`src/rtl/snes_pkg.sv`:
```
// Shared constants, state type and frame helper for the SNES controller
// serial output block.
package snes_pkg;

  localparam int SNES_BUTTON_BITS = 12;
  localparam int SNES_FRAME_BITS  = 16;

  // Button positions in the parallel word (and in serial bit order)
  localparam int BTN_B      = 0;
  localparam int BTN_Y      = 1;
  localparam int BTN_SELECT = 2;
  localparam int BTN_START  = 3;
  localparam int BTN_UP     = 4;
  localparam int BTN_DOWN   = 5;
  localparam int BTN_LEFT   = 6;
  localparam int BTN_RIGHT  = 7;
  localparam int BTN_A      = 8;
  localparam int BTN_X      = 9;
  localparam int BTN_L      = 10;
  localparam int BTN_R      = 11;

  typedef enum logic [1:0] {
    IDLE  = 2'd0,
    LATCH = 2'd1,
    SHIFT = 2'd2,
    DONE  = 2'd3
  } snes_state_t;

  // Upper four frame bits are unused ID bits and read back as "not pressed".
  function automatic logic [SNES_FRAME_BITS-1:0] frame_load(
    input logic [SNES_BUTTON_BITS-1:0] b
  );
    return {{(SNES_FRAME_BITS-SNES_BUTTON_BITS){1'b0}}, b};
  endfunction

endpackage

```
`src/rtl/snes_sync_edge.sv`:
```
// Multi-flop synchronizer followed by an edge-detect flop.
// Ports:
//   clk_i    system clock
//   reset_n  synchronous active-low reset; all flops load RST_VAL
//   din      asynchronous input pin
//   rise     one-cycle pulse on a synchronized 0->1 transition
//   fall     one-cycle pulse on a synchronized 1->0 transition
module snes_sync_edge #(
  parameter int   STAGES  = 2,
  parameter logic RST_VAL = 1'b0
) (
  input  logic clk_i,
  input  logic reset_n,
  input  logic din,
  output logic rise,
  output logic fall
);

  logic [STAGES-1:0] sync_q;
  logic              prev_q;

  // Resetting to the pin's idle level keeps reset release edge-free.
  always_ff @(posedge clk_i) begin
    if (!reset_n) begin
      sync_q <= {STAGES{RST_VAL}};
      prev_q <= RST_VAL;
    end else begin
      sync_q <= {sync_q[STAGES-2:0], din};
      prev_q <= sync_q[STAGES-1];
    end
  end

  assign rise = sync_q[STAGES-1] & ~prev_q;
  assign fall = ~sync_q[STAGES-1] & prev_q;

endmodule

```
`src/rtl/snes_serial_out.sv`:
```
// Presents a 12-bit button word to a SNES console as a standard controller.
// Ports:
//   clk_i       system clock (2.08 MHz)
//   reset_n     synchronous active-low reset
//   buttons     parallel buttons, 1 = pressed (bit0 B ... bit11 R)
//   snes_latch  console latch pin, async, active-high
//   snes_clk    console clock pin, async, idles high
//   snes_data   serial data to console, active-low
//   busy        high while latching or shifting
//   frame_done  one-cycle pulse after bit 15 has been shifted out
module snes_serial_out
  import snes_pkg::*;
#(
  parameter int SYNC_STAGES    = 2,
  parameter int TIMEOUT_CYCLES = 2080
) (
  input  logic                        clk_i,
  input  logic                        reset_n,
  input  logic [SNES_BUTTON_BITS-1:0] buttons,
  input  logic                        snes_latch,
  input  logic                        snes_clk,
  output logic                        snes_data,
  output logic                        busy,
  output logic                        frame_done
);

  localparam int            TW       = $clog2(TIMEOUT_CYCLES + 1);
  localparam logic [TW-1:0] TMO_LAST = TW'(TIMEOUT_CYCLES - 1);
  localparam logic [TW-1:0] TMO_MAX  = TW'(TIMEOUT_CYCLES);

  logic latch_rise, latch_fall, clk_rise, clk_fall_unused;

  snes_sync_edge #(.STAGES(SYNC_STAGES), .RST_VAL(1'b0)) u_latch_sync (
    .clk_i   (clk_i),
    .reset_n (reset_n),
    .din     (snes_latch),
    .rise    (latch_rise),
    .fall    (latch_fall)
  );

  snes_sync_edge #(.STAGES(SYNC_STAGES), .RST_VAL(1'b1)) u_clk_sync (
    .clk_i   (clk_i),
    .reset_n (reset_n),
    .din     (snes_clk),
    .rise    (clk_rise),
    .fall    (clk_fall_unused)
  );

  snes_state_t                 state_q, state_d;
  logic [SNES_FRAME_BITS-1:0]  shreg_q, shreg_d;
  logic [4:0]                  bit_cnt_q, bit_cnt_d;
  logic [TW-1:0]               tmo_q, tmo_d;
  logic                        done_q, done_d;

  always_ff @(posedge clk_i) begin
    if (!reset_n) begin
      state_q   <= IDLE;
      shreg_q   <= '0;
      bit_cnt_q <= '0;
      tmo_q     <= '0;
      done_q    <= 1'b0;
    end else begin
      state_q   <= state_d;
      shreg_q   <= shreg_d;
      bit_cnt_q <= bit_cnt_d;
      tmo_q     <= tmo_d;
      done_q    <= done_d;
    end
  end

  always_comb begin
    state_d   = state_q;
    shreg_d   = shreg_q;
    bit_cnt_d = bit_cnt_q;
    tmo_d     = tmo_q;
    done_d    = 1'b0;
    // A new latch restarts the frame from any state and beats a
    // coincident clock edge.
    if (latch_rise) begin
      state_d   = LATCH;
      shreg_d   = frame_load(buttons);
      bit_cnt_d = '0;
      tmo_d     = '0;
    end else begin
      case (state_q)
        LATCH: begin
          // Parallel mode: track the buttons until the latch drops.
          shreg_d   = frame_load(buttons);
          bit_cnt_d = '0;
          tmo_d     = '0;
          if (latch_fall) state_d = SHIFT;
        end
        SHIFT: begin
          if (clk_rise) begin
            shreg_d   = shreg_q >> 1;
            bit_cnt_d = bit_cnt_q + 5'd1;
            tmo_d     = '0;
            if (bit_cnt_q == 5'(SNES_FRAME_BITS - 1)) begin
              state_d = DONE;
              done_d  = 1'b1;
            end
          end else begin
            if (tmo_q != TMO_MAX) tmo_d = tmo_q + 1'b1;
            // Console went silent mid-frame: abandon without frame_done.
            if (tmo_q >= TMO_LAST) state_d = IDLE;
          end
        end
        default: ;
      endcase
    end
  end

  always_comb begin
    case (state_q)
      LATCH, SHIFT: snes_data = ~shreg_q[0];
      DONE:         snes_data = 1'b0;
      default:      snes_data = 1'b1;
    endcase
  end

  assign busy       = (state_q == LATCH) || (state_q == SHIFT);
  assign frame_done = done_q;

endmodule
```
`config.mk`:
```
export PLATFORM = sky130hd
export DESIGN_NAME = snes_serial_out
export DESIGN_NICKNAME = d
export VERILOG_FILES = /design/src/rtl/snes_pkg.sv /design/src/rtl/snes_sync_edge.sv /design/src/rtl/snes_serial_out.sv
export SDC_FILE = /design/constraint.sdc
export NUM_CORES = 1
export LEC_CHECK = 0
export ABC_AREA = 1
export CAP_MARGIN = 20
export CORE_MARGIN = 8
export CORE_UTILIZATION = 35
export CTS_CLUSTER_SIZE = 30
export DETAILED_ROUTE_END_ITERATION = 10
export SLEW_MARGIN = 20
export SYNTH_ARGS = -nofsm -noshare
export SYNTH_HDL_FRONTEND = slang
export SYNTH_HIERARCHICAL = 1
export SYNTH_SLANG_ARGS = --single-unit
```
`constraint.sdc`:
```
create_clock -name clk_i -period 1.8 [get_ports clk_i]
set_clock_uncertainty 0.2 [all_clocks]
set_input_delay 0.18 -clock clk_i [delete_from_list [all_inputs] [get_ports clk_i]]
set_output_delay 0.18 -clock clk_i [all_outputs]
set_load 0.02 [all_outputs]
```
==> flow_results.org <==
** STA
- Setup Viol. Count Final :: 0
- Across all hold checks on the routed design, the worst slack comes to 202 ps.
- Timing would allow up to 584 MHz.
- Number of slew-limit violations in the final report :: 0
- Counting I/O delays and the setup requirement, the final critical path takes 1710 ps.
- The hold violation total from the final report is 0.
- Setup repair after global routing could not meet its margin everywhere.
- Slew of the pin with the lowest slew margin :: 257 ps
- Measured against its own limit, the worst slew margin works out to 0.828.
- Final worst path period share :: 0.952

** Placement
- Total placed instance area :: 0.00230 mm2
- During placement, the flow inserted port buffers numbering 18.
- Count of placed standard cells including taps :: 375
- The congestion estimate from routability-driven global placement came to 0.786.
- Final HPWL from detailed placement :: 3030 um

** Cells and area
- In the layout the commonest cells are sky130_fd_sc_hd__nand2_1 (61), sky130_fd_sc_hd__dfxtp_1 (37), sky130_fd_sc_hd__inv_1 (36).
- The repair_antennas step left the layout with diodes totalling 0.
- In the final layout, the share of cells above drive strength 1 is 0.160.
- Relative to the synthesized area, the layout overhead comes to 23.2%.
- Leaving out fill and tap cells, the most frequent cell in the layout is sky130_fd_sc_hd__nand2_1.
- The final layout contains 335 nets.
- After filler insertion, the fill cell instance count of the layout stands at about 570.
- Post-route core utilization :: 0.441
- Final Non-Filler Cells :: about 380
- Post-Layout Inst Area :: 0.00240 mm2

** Die
- Effective utilization at floorplan :: 0.358
- 19 I/O pins were placed.
- In this run the horizontal extent of the chip is 90.6 um.
- Standard-cell rows :: 27
- After floorplanning, the core was sized to cover 0.00544 mm2.
- DIE AREA :: approximately 0.008 mm2
- In this run the vertical extent of the chip is 90.6 um.

** Yosys
- Syn Area/Cell :: 7.06 um2
- Cell Area, Synth :: 0.00195 mm2
- Synthesis produced 276 cells.
- Synthesized netlist net count :: 299
- The Yosys step of the flow raised 6 warnings.

** Worst setup path
- The worst setup path is captured at an output port.
- The largest single stage delay on the critical path is 330 ps.
- The critical path is of the flop to output port type.
- Stages on worst setup path :: 4
- Together, buffers and inverters on the worst path number 2.
- Crit-path cells :: inv_1, ha_1, mux2i_1, buf_2
- Grouping stages by cell kind, the critical path spends the most delay in flip-flops.
- Worst reg-to-reg setup slack :: ~100 ps
- Counting cells, the worst reg-to-reg path comes to 10.
- For this design, the slowest cell found on the critical path is sky130_fd_sc_hd__dfxtp_1.
- Required arrival time at the worst endpoint :: 1420 ps
- Kind of start point of the critical path :: flop
- In this run the worst path has a maximum fanout of 2.
- STA puts the critical path data arrival time at between 1000 and 1500 ps.

** CTS
- Cell at the root of the clock tree :: sky130_fd_sc_hd__clkbuf_8
- In this run, CTS created clock tree buffers numbering 5.
- The clock net in this run drives a total of 38 sinks.
- Post-CTS timing repair inserted 0 buffers for setup.
- TritonCTS clock tree :: done
- The later pin in the worst-skew pair is clocked with a latency of 290 ps.
- After clock tree synthesis, the clock-pin slew on the worst setup and hold paths is ~70 ps.
- The clock passes through at most 2 buffers.
- CTS H-tree depth :: 2

** Routing
- The detail route stage leaves a number of antenna-violating nets equal to 0.
- DRT iter0 DRCs :: between 80 and 90
- In the routed design, unresolved DRC markers number 0.
- The first detailed-routing pass ran for 4 iterations.
- The final route contains 1813 vias.
- Aggregate routed wire length :: 4250 um
- After detailed routing, the average wire length per cell comes to 11.1 um.
- In the routed layout, each cell is associated on average with a via count of roughly 4.7.

** Run status
- Outcome :: finished, final reports clean

** Power
- Peak supply drop :: approximately 0.00038 V
- Ratio of total power to cell area :: 754 mW/mm2
- Summed over all cells, the static leakage comes to 1.04 nW.

** Flow run
- Reported max-cap violation count :: 0

** GRT
- After global routing the overflow that remains totals 0.
- Number of antenna violations at the first check in global routing :: 0
- Pin count of the biggest net entering global routing :: 23
- Vias in the first global route :: 1644
- For this run, the total global-route usage over all layers was measured as 0.107.
- First-pass GRT wire length :: between 7000 and 8000 um

** Hold path
- Cell depth of the worst min-delay path :: 2
- In this run the worst hold path is classified as flop to flop.
report_power, final:
part | switching, W | internal [W] | leakage [nW]
Clock | 0.000294 | 0.000260 | 0.0438
Sequential | 0.0000243 | 0.000885 | 0.310
Combinational | 0.000196 | 0.000152 | 0.686
worst register-to-register path: stages, from the launching register on:
cell and delay, ps:
sky130_fd_sc_hd__dfxtp_1 330, sky130_fd_sc_hd__inv_1 40, sky130_fd_sc_hd__ha_1 250, sky130_fd_sc_hd__inv_2 100, sky130_fd_sc_hd__nand2_4 60, sky130_fd_sc_hd__buf_4 150, sky130_fd_sc_hd__buf_4 170, sky130_fd_sc_hd__nand2_4 120
sky130_fd_sc_hd__nand2_1 60, sky130_fd_sc_hd__o21ai_1 70, sky130_fd_sc_hd__nor2_1 50
flip-flops by register name, indices dropped and copies added, names as in the netlist:
name                 cells
state_q                  2
bit_cnt_q                5
tmo_q                   12
u_latch_sync/prev_q      1
u_latch_sync/sync_q      2
u_clk_sync/sync_q        2
u_clk_sync/prev_q        1
shreg_q                 12
frame_done               1
path summary, 6_finish.rpt:
check	from	to
setup / recovery	state_q[0]	snes_data
hold / removal	u_clk_sync/sync_q[0]	u_clk_sync/sync_q[1]
setup reg to reg	state_q[0]	tmo_q[1]
hold reg to reg	u_clk_sync/sync_q[0]	u_clk_sync/sync_q[1]
layout make-up:
cell class                 count  area [um2]  area share
clock buffer                   5        68.8      0.0287
clock inverter                 2        10.0     0.00417
inverter                      40         158      0.0657
multi-input combinational    189         997       0.415
sequential                    38         762       0.317
tap                           72        90.1      0.0375
timing repair buffer          37         310       0.129
timing repair inverter         1        5.00     0.00208
stage by stage:
stage / power, W / setup WS (ps) / TNS (ps)
after floorplan: 0.00114 / 112 / 0
after global placement: 0.00127 / -44.0 / -56.6
after detailed placement: 0.00127 / -56.9 / -81.8
after CTS: 0.00183 / 19.8 / 0
after global routing: 0.00192 / -3.58 / -3.58
final: 0.00181 / 86.3 / 0
timing repair:
| item | CTS | global route |
|---|---|---|
| pin swaps | 0 | 1 |
| cloned | 0 | 2 |
| gates resized for setup | 9 | 10 |
| setup endpoints to repair | 5 | 17 |
| endpoints found under the hold margin | 0 | 0 |
| hold buffers | 0 | 0 |
layer usage:
metal  part of all wire  global-route usage  up-vias
li1                   -                   -      974
met1               0.50               0.136      794
met2               0.44               0.161       38
met3              0.051              0.0407        7
met4              0.012              0.0333        0
met5                  0                   0        -
(Power assumes the default switching activity.)
